## src/rtl/detection_scheduler.sv

```systemverilog
// rtl/detection_scheduler.sv - cascade detection window/stage scheduler (optional watchdog: DET_SCHED_WDOG_EN)
module detection_scheduler #(
  parameter int NUM_STAGES  = 4,
  parameter int NUM_WINDOWS = 4800,
  parameter int WDOG_CYCLES = 4095
) (
  input  logic        iClk,
  input  logic        iReset_n,
  input  logic        iStart,
  input  logic        iWin_valid,
  input  logic        iFull_FBR,
  input  logic        iFinish_HFG,
  input  logic        iFinish_Stage,
  input  logic        iPass,
  output logic        oReady_HFG,
  output logic        oRun_HFG,
  output logic        oRun_ANN,
  output logic [12:0] oAddr_OM,
  output logic [3:0]  oStage,
  output logic        oWin_done,
  output logic        oFace,
  output logic [12:0] oFace_cnt,
  output logic        oBusy,
  output logic        oFrame_done,
  output logic        oTimeout
);

  typedef enum logic [2:0] {IDLE, WAIT_WIN, HFG, ANN, RETIRE, DONE} state_t;

  localparam logic [3:0]  LAST_STAGE = 4'(NUM_STAGES - 1);
  localparam logic [12:0] LAST_WIN   = 13'(NUM_WINDOWS - 1);
  localparam logic [12:0] CNT_MAX    = 13'h1FFF;

  state_t state;
  logic   wdogHit;

`ifdef DET_SCHED_WDOG_EN
  localparam int WDW = (WDOG_CYCLES < 2) ? 1 : $clog2(WDOG_CYCLES + 1);
  logic [WDW-1:0] wdogCnt;
  logic           timeoutQ;

  // Watchdog fires once the current HFG/ANN visit has lasted WDOG_CYCLES cycles
  assign wdogHit  = ((state == HFG) || (state == ANN)) && (wdogCnt == WDW'(WDOG_CYCLES - 1));
  assign oTimeout = timeoutQ;
`else
  logic unusedWdog;
  assign unusedWdog = (WDOG_CYCLES != 0);
  assign wdogHit    = 1'b0;
  assign oTimeout   = 1'b0;
`endif

  // Scheduler FSM: every output is a register updated alongside the state
  always_ff @(posedge iClk) begin
    if (!iReset_n) begin
      state       <= IDLE;
      oReady_HFG  <= 1'b0;
      oRun_HFG    <= 1'b0;
      oRun_ANN    <= 1'b0;
      oAddr_OM    <= '0;
      oStage      <= '0;
      oWin_done   <= 1'b0;
      oFace       <= 1'b0;
      oFace_cnt   <= '0;
      oBusy       <= 1'b0;
      oFrame_done <= 1'b0;
`ifdef DET_SCHED_WDOG_EN
      wdogCnt     <= '0;
      timeoutQ    <= 1'b0;
`endif
    end else begin
      // Pulse outputs default low; a transition below raises them for one cycle
      oRun_HFG    <= 1'b0;
      oRun_ANN    <= 1'b0;
      oWin_done   <= 1'b0;
      oFace       <= 1'b0;
      oFrame_done <= 1'b0;
`ifdef DET_SCHED_WDOG_EN
      if ((state == HFG) || (state == ANN)) wdogCnt <= wdogCnt + 1'b1;
`endif
      case (state)
        IDLE: begin
          if (iStart) begin
            oAddr_OM  <= '0;
            oStage    <= '0;
            oFace_cnt <= '0;
            oBusy     <= 1'b1;
`ifdef DET_SCHED_WDOG_EN
            timeoutQ  <= 1'b0;
`endif
            state     <= WAIT_WIN;
          end
        end
        WAIT_WIN: begin
          if (iWin_valid) begin
            oRun_HFG   <= 1'b1;
            oReady_HFG <= 1'b1;
`ifdef DET_SCHED_WDOG_EN
            wdogCnt    <= '0;
`endif
            state      <= HFG;
          end
        end
        HFG: begin
          // Full BRAM and exhausted features are the same event for the classifier
          if (iFull_FBR || iFinish_HFG) begin
            oRun_ANN   <= 1'b1;
            oReady_HFG <= 1'b0;
`ifdef DET_SCHED_WDOG_EN
            wdogCnt    <= '0;
`endif
            state      <= ANN;
          end else if (wdogHit) begin
            oReady_HFG <= 1'b0;
            oWin_done  <= 1'b1;
            oStage     <= '0;
`ifdef DET_SCHED_WDOG_EN
            timeoutQ   <= 1'b1;
`endif
            state      <= RETIRE;
          end
        end
        ANN: begin
          if (iFinish_Stage) begin
            if (iPass && (oStage < LAST_STAGE)) begin
              oStage     <= oStage + 4'd1;
              oRun_HFG   <= 1'b1;
              oReady_HFG <= 1'b1;
`ifdef DET_SCHED_WDOG_EN
              wdogCnt    <= '0;
`endif
              state      <= HFG;
            end else begin
              // Retire bookkeeping is registered here so it is visible during RETIRE
              oWin_done <= 1'b1;
              oStage    <= '0;
              if (iPass) begin
                oFace <= 1'b1;
                if (oFace_cnt != CNT_MAX) oFace_cnt <= oFace_cnt + 13'd1;
              end
              state <= RETIRE;
            end
          end else if (wdogHit) begin
            oWin_done <= 1'b1;
            oStage    <= '0;
`ifdef DET_SCHED_WDOG_EN
            timeoutQ  <= 1'b1;
`endif
            state     <= RETIRE;
          end
        end
        RETIRE: begin
          if (oAddr_OM == LAST_WIN) begin
            oFrame_done <= 1'b1;
            state       <= DONE;
          end else begin
            oAddr_OM <= oAddr_OM + 13'd1;
            state    <= WAIT_WIN;
          end
        end
        DONE: begin
          oBusy <= 1'b0;
          state <= IDLE;
        end
        default: state <= IDLE;
      endcase
    end
  end

endmodule
```

## config.mk

```make
export PLATFORM = sky130hd
export DESIGN_NAME = detection_scheduler
export DESIGN_NICKNAME = d
export VERILOG_FILES = /design/src/rtl/detection_scheduler.sv
export SDC_FILE = /design/constraint.sdc
export NUM_CORES = 1
export LEC_CHECK = 0
export ABC_AREA = 1
export CAP_MARGIN = 40
export CORE_MARGIN = 4
export CORE_UTILIZATION = 60
export CTS_BUF_LIST = sky130_fd_sc_hd__clkbuf_8
export CTS_CLUSTER_SIZE = 25
export DETAILED_ROUTE_END_ITERATION = 8
export DONT_BUFFER_PORTS = 1
export PLACE_DENSITY = 0.76
export RECOVER_POWER = 25
export SLEW_MARGIN = 40
export SYNTH_ARGS = -nofsm -noshare
export SYNTH_HDL_FRONTEND = slang
export SYNTH_SLANG_ARGS = --single-unit
```

## constraint.sdc

```tcl
create_clock -name iClk -period 4.7 [get_ports iClk]
set_clock_uncertainty 0.2 [all_clocks]
set_input_delay 0.94 -clock iClk [delete_from_list [all_inputs] [get_ports iClk]]
set_output_delay 0.94 -clock iClk [all_outputs]
set_load 0.03 [all_outputs]
```

==> results_dict.tcl, run 1 <==
set metrics [dict create \
    nNetsFinal 371 \
    drtIter0Drc 139 \
    synth_compound_area_share_pct 7.96 \
    die_area_um2 4970 \
    grt_max_degree 23 \
    yosys_warnings 0 \
    vias 2180 \
    cts_buffers 5 \
    final.min_clock_period_ps 2310 \
    start_kind "flop" \
    core_um2 3720 \
    cts_tree "built" \
    rsz0062_at_grt "false" \
    ir_drop_uv 228 \
    synth_nets 372 \
    p_sw_mw 0.299 \
    grt_remaining_overflow 0 \
    dpl_cell_area_um2 2340 \
    power.density_nw_per_um2 342 \
    p_comb_share_pct 19.5 \
    design_area_um2 2430 \
    hold_class "reg -> reg" \
    io_pins 46 \
    synth_area_per_cell_um2 6.49 \
    slew-limit-headroom_pct 48.5 \
    die_h_um 70.5 \
    dp.cells 401 \
    finalSetupTns_ps 0 \
    grt_pass1_vias 1898 \
    diodes 0 \
    synth_seq_cells 40 \
    clkPwrFrac_pct 29.5 \
    area_growth_pct 3.85 \
    nFillCells 359 \
    worstSetupPathType "reg -> reg" \
    synthAdderAreaFrac_pct 1.60 \
    hold_viol 0 \
    gp_congestion 0.966 \
    p_sw_share_pct 35.9 \
    cts_root_buffer "clkbuf_8" \
    synth_cell_types 34 \
    synth_mux_area_share_pct 0 \
    via_per_inst 5.33 \
    cts_buffer_depth 2 \
    num_rows 22 \
    yosys.area_share.simple_pct 45.7 \
    cts_setup_buffers 0 \
    cp_num_buf_inv 1 \
    routedWlPerCell_um 12.4 \
    routed_wl_um 5050 \
    dieWidth_um 70.5 \
    crit_path_end_kind "flop" \
    crit_family "simple AND/OR/NAND/NOR gates" \
    ys_seq_area_share_pct 34.2 \
    drive_above_1_share_pct 11.1 \
    seqPwrFrac_pct 51.0 \
    cp.arrival_ps 2300 \
    portBuffers 0 \
    grt_pass1_wl_um 8620 \
    clock-sinks 40 \
    multiInputGateArea_um2 1310 \
    cp.required_ps 4690 \
    path_max_fanout 15 \
    critPathSlowestCell "dfxtp_1" \
    cellInternalPower_mw 0.534 \
    cts_resized 0 \
    cellLeakagePower_nw 1.01 \
    antenna_found_initial 0 \
    fmaxAchievable_mhz 434 \
    cts_hold_buf 0 \
    clk_latency_ps 300 \
    status "finished clean" \
    synth_area_um2 2340 \
    path_clk_slew_ps 80 \
    ant_nets 0 \
    syn_inst 361 \
    regArea_um2 801 \
    critPathMaxStageDelay_ps 580 \
    synth_xor_area_share_pct 0.748 \
    route.detailed.drc 0 \
    start_util_pct 63.0 \
    tightest_slew_ps 772 \
    finalSetupViolations 0 \
    fin_crit_sh_pct 49.1 \
    synth_top_family_by_area "simple AND/OR/NAND/NOR gates" \
    drv_cap 0 \
    finalNonFillerCells 409 \
    dr.pass1.iters 4 \
    grt_use_total_pct 21.6 \
    slew_violations 0 \
    htreeDepth 2 \
    dp_hpwl_um 3790 \
    crit_chain "ha_1 -> nand2_1 -> nor2_2 -> nand3_1 -> nand2_1 -> nand2_2 -> nand2_4 -> inv_2 -> nor2_1 -> nor2_1" \
]
==> cell type report <==
class | count | share of cell area, %
clock buffers | 6 | 3.40
clock inverters | 2 | 0.566
well taps | 48 | 2.47
flip-flops and latches | 40 | 32.9
inverters | 43 | 6.64
multi-input cells | 270 | 54.0
==> tightest hold or removal path, stage by stage (launching register included) <==
cell	delay, ps
dfxtp_1	420
nand2_1	100
nor2_1	40
==> layout by cell type, fill, tap and decap left out, types with 2 or more instances in the layout <==
master    netlist  layout
nand2_1       101     101
nor2_1         57      58
dfxtp_1        40      40
inv_1          37      37
nand3_1        36      36
a21oi_1        14      14
nor3_1          8       8
nand3_2         8       8
inv_2           6       6
nand2_2         6       6
o21ai_0         6       6
clkbuf_8        0       6
nand4_1         5       5
a21oi_2         4       4
o21ai_1         3       3
ha_1            3       3
nor2_2          3       2
nand2_4         2       2
a211oi_1        2       2
xnor2_1         2       2
==> worst paths after layout <==
path | cells after the start | start | to | slack, ps
max | 10 | oFace_cnt[1] | oFace_cnt[10] | 2390
min | 2 | oStage[2] | oStage[2] | 390
max reg2reg | 10 | oFace_cnt[1] | oFace_cnt[10] | 2390
min reg2reg | 2 | oStage[2] | oStage[2] | 390
==> stage by stage <==
| step | total power [mW] | hold slack (ps) | util (%) | setup WS [ps] |
|---|---|---|---|---|
| after global placement | 0.593 | 385 | 62.9 | 2420 |
| after CTS | 0.840 | 398 | 65.5 | 2420 |
| after global routing | 0.883 | 416 | 65.5 | 2220 |
| after floorplan | 0.580 | 370 | - | 2700 |
| after detailed placement | 0.595 | 386 | 62.9 | 2400 |
| final | 0.832 | 394 | 65.5 | 2390 |
==> cell families after synthesis <==
group,count (synthesis)
flip-flops,40
buffers and inverters,51
adder cells (fa/ha/maj),3
other,1
AND/OR/NAND/NOR,232
XOR/XNOR,2
AO/OA/AOI/OAI,32
==> cells in the mapped netlist <==
master    count  area (µm²)
nand2_1     101         379
nor2_1       57         214
dfxtp_1      40         801
inv_1        37         139
nand3_1      36         180
a21oi_1      14        70.1
nand3_2       8        80.1
nor3_1        8        40.0
inv_2         6        22.5
nand2_2       6        37.5
o21ai_0       6        30.0
nand4_1       5        31.3
a21oi_2       4        35.0
ha_1          3        37.5
nor2_2        3        18.8
o21ai_1       3        15.0
a211oi_1      2        15.0
buf_2         2        10.0
buf_4         2        15.0
clkbuf_1      2        7.51
nand2_4       2        22.5
xnor2_1       2        17.5
a31oi_1       1        6.26
buf_12        1        20.0
buf_6         1        11.3
conb_1        1        3.75
nand3_4       1        17.5
nand3b_1      1        7.51
nor2_8        1        20.0
nor3_2        1        10.0
nor4_1        1        6.26
o21bai_1      1        7.51
o31ai_1       1        7.51
or2_2         1        6.26
==> routing by layer <==
layer,global-route usage [%],share of wire [%]
met1,28.2,47
met5,0,0
met2,33.7,45
met4,6.81,1.2
met3,7.05,7.3
==> flip-flops by register name, summed over array words and instances, names as in the netlist <==
signal / count
oStage: 4
state: 3
oFace_cnt: 13
oBusy: 1
oFrame_done: 1
oRun_ANN: 1
oFace: 1
oReady_HFG: 1
oRun_HFG: 1
oAddr_OM: 13
oWin_done: 1
==> power by group through the flow <==
stage | Combinational, mW | Sequential, mW | Clock [mW]
2_1_floorplan | 0.154 | 0.426 | 0
3_3_place_gp | 0.160 | 0.433 | 0
3_5_place_dp | 0.162 | 0.433 | 0
4_1_cts | 0.163 | 0.425 | 0.252
5_1_grt | 0.185 | 0.429 | 0.269
6_report | 0.162 | 0.425 | 0.246
(Power assumes the default switching activity.)
==> run 2: changes to the inputs <==
==> constraint.sdc (replaced) <==
create_clock -name iClk -period 2.2 [get_ports iClk]
set_clock_uncertainty 0.2 [all_clocks]
set_input_delay 0.44 -clock iClk [delete_from_list [all_inputs] [get_ports iClk]]
set_output_delay 0.44 -clock iClk [all_outputs]
set_load 0.03 [all_outputs]
==> results_dict.tcl, run 2 (synthesized netlist as in run 1, its figures left out) <==
set metrics [dict create \
    drtIter0Drc 240 \
    cp.arrival_ps 2030 \
    routedWlPerCell_um 12.9 \
    final.min_clock_period_ps 2000 \
    layout_commonest_cell "nand2_1" \
    tightest_slew_ps 516 \
    cts_buffers 5 \
    dp_slack_ps 272 \
    most-common-layout-cells "nand2_1 (102), nor2_1 (57), dfxtp_1 (40)" \
    grt_pass1_wl_um 9780 \
    cts_setup_buffers 0 \
    fin_crit_sh_pct 90.9 \
    ir_drop_uv 446 \
    rr_startpoint "oAddr_OM[1]" \
    status "finished clean" \
    ant_nets 0 \
    p_sw_share_pct 32.6 \
    crit_path_end_kind "flop" \
    dr.max_layer_used "met4" \
    grt_use_total_pct 24.0 \
    nFillCells 334 \
    hold_class "in -> reg" \
    regArea_um2 801 \
    p_sw_mw 0.636 \
    power.density_nw_per_um2 737 \
    antenna_found_initial 0 \
    dr.pass1.iters 4 \
    wl_met2_um 2610 \
    clk_latency_ps 290 \
    io_pins 46 \
    reg2reg_slack_ps 200 \
    portBuffers 0 \
    fmaxAchievable_mhz 500 \
    grt_max_degree 19 \
    regToRegEndpoint "oAddr_OM[9]" \
    cp.required_ps 2230 \
    path_clk_slew_ps 80 \
    rsz0062_at_grt "false" \
    path_max_fanout 6 \
    finalSetupTns_ps 0 \
    worstSetupPathType "reg -> reg" \
    cts_resized 0 \
    seqPwrFrac_pct 42.2 \
    finalSetupViolations 0 \
    nNetsFinal 401 \
    vias 2378 \
    die_area_um2 4970 \
    drv_cap 0 \
    start_kind "flop" \
    route.detailed.drc 0 \
    clock-sinks 40 \
    htreeDepth 2 \
    via_per_inst 5.42 \
    cp-startpoint "oAddr_OM[1]" \
    slew-limit-headroom_pct 65.6 \
    reg2reg_depth 7 \
    routed_wl_um 5680 \
    gp_congestion 0.900 \
    multiInputGateArea_um2 1310 \
    hold_viol 0 \
    met3WireLength_um 491 \
    cts_hold_buf 0 \
    die_h_um 70.5 \
    dieWidth_um 70.5 \
    cp-endpoint "oAddr_OM[9]" \
    diodes 0 \
    area_growth_pct 13.1 \
    largestRegisters "oAddr_OM: 13 flops, oFace_cnt: 13 flops, oStage: 4 flops" \
    grt_pass1_vias 2181 \
    cellLeakagePower_nw 1.15 \
    core_um2 3720 \
    min-delay-start "iReset_n" \
    dp_hpwl_um 4230 \
    p_comb_share_pct 24.5 \
    cts_root_buffer "clkbuf_8" \
    m1WireLength_um 2460 \
    cellInternalPower_mw 1.32 \
    slew_violations 0 \
    drive_above_1_share_pct 15.1 \
    grt_remaining_overflow 0 \
    start_util_pct 63.0 \
    num_rows 22 \
    cts_tree "built" \
    worst_slack_ps 200 \
    clkPwrFrac_pct 33.3 \
    cts_buffer_depth 2 \
]
==> run 2: changes by cell type in the layout (fill, tap and decap cells not counted) <==
cell	previous run	this run
clkbuf_8	6	7
inv_2	6	5
clkinv_2	1	0
nor2_1	58	57
clkbuf_1	0	10
nand2_2	6	5
nand2_1	101	102
bufinv_16	0	1
inv_1	37	38
nor2_2	2	3
inv_6	1	0
buf_4	0	20
==> run 2: final cells by class <==
cell class | count | area share (%)
clock buffer | 7 | 3.64
clock inverter | 1 | 1.13
inverter | 43 | 6.09
multi-input combinational | 270 | 49.6
sequential | 40 | 30.2
tap | 48 | 2.27
timing repair buffer | 30 | 7.08
==> run 2: worst min path at each step <==
stage                          to  slack [ps]  cells after the start
global placement      oAddr_OM[3]         300                      2
finish              oFace_cnt[12]          70                      2
global route         oFace_cnt[8]          60                      2
detailed placement    oAddr_OM[3]         330                      2
floorplan               oStage[2]         370                      2
CTS                 oFace_cnt[12]          60                      2
==> run 2: power by group through the flow <==
stage          clock network [mW]  logic (mW)  registers (mW)
2_1_floorplan                   0       0.328           0.910
3_3_place_gp                    0       0.474           0.841
3_5_place_dp                    0       0.482           0.842
4_1_cts                     0.663       0.488           0.825
5_1_grt                     0.697       0.536           0.833
6_report                    0.650       0.478           0.825
==> run 2: per-layer routing <==
metal | GRT usage (%) | vias to the layer above
met4 | 9.15 | 0
met1 | 31.6 | 1064
met2 | 38.4 | 94
met3 | 4.75 | 11
met5 | 0 | -
li1 | - | 1209
==> run 2: critical path: stages (launching register included) <==
cell and delay, ps:
dfxtp_1 340, clkbuf_1 370, nand3_1 220, nor3_2 380, nand3b_1 120, nand2_1 90
nand2_1 60, a21oi_1 160
==> run 2: metrics by stage <==
stage               utilization, %  instance area (µm²)  power [mW]  instances  hold WS [ps]
floorplan                        -                 2340        1.24        361           370
finish                        71.3                 2650        1.95        439          71.5
global route                  71.3                 2650        2.07        439          57.0
global placement              69.0                 2560        1.31        431           304
CTS                           72.4                 2690        1.98        439          60.8
detailed placement            69.0                 2560        1.32        431           331
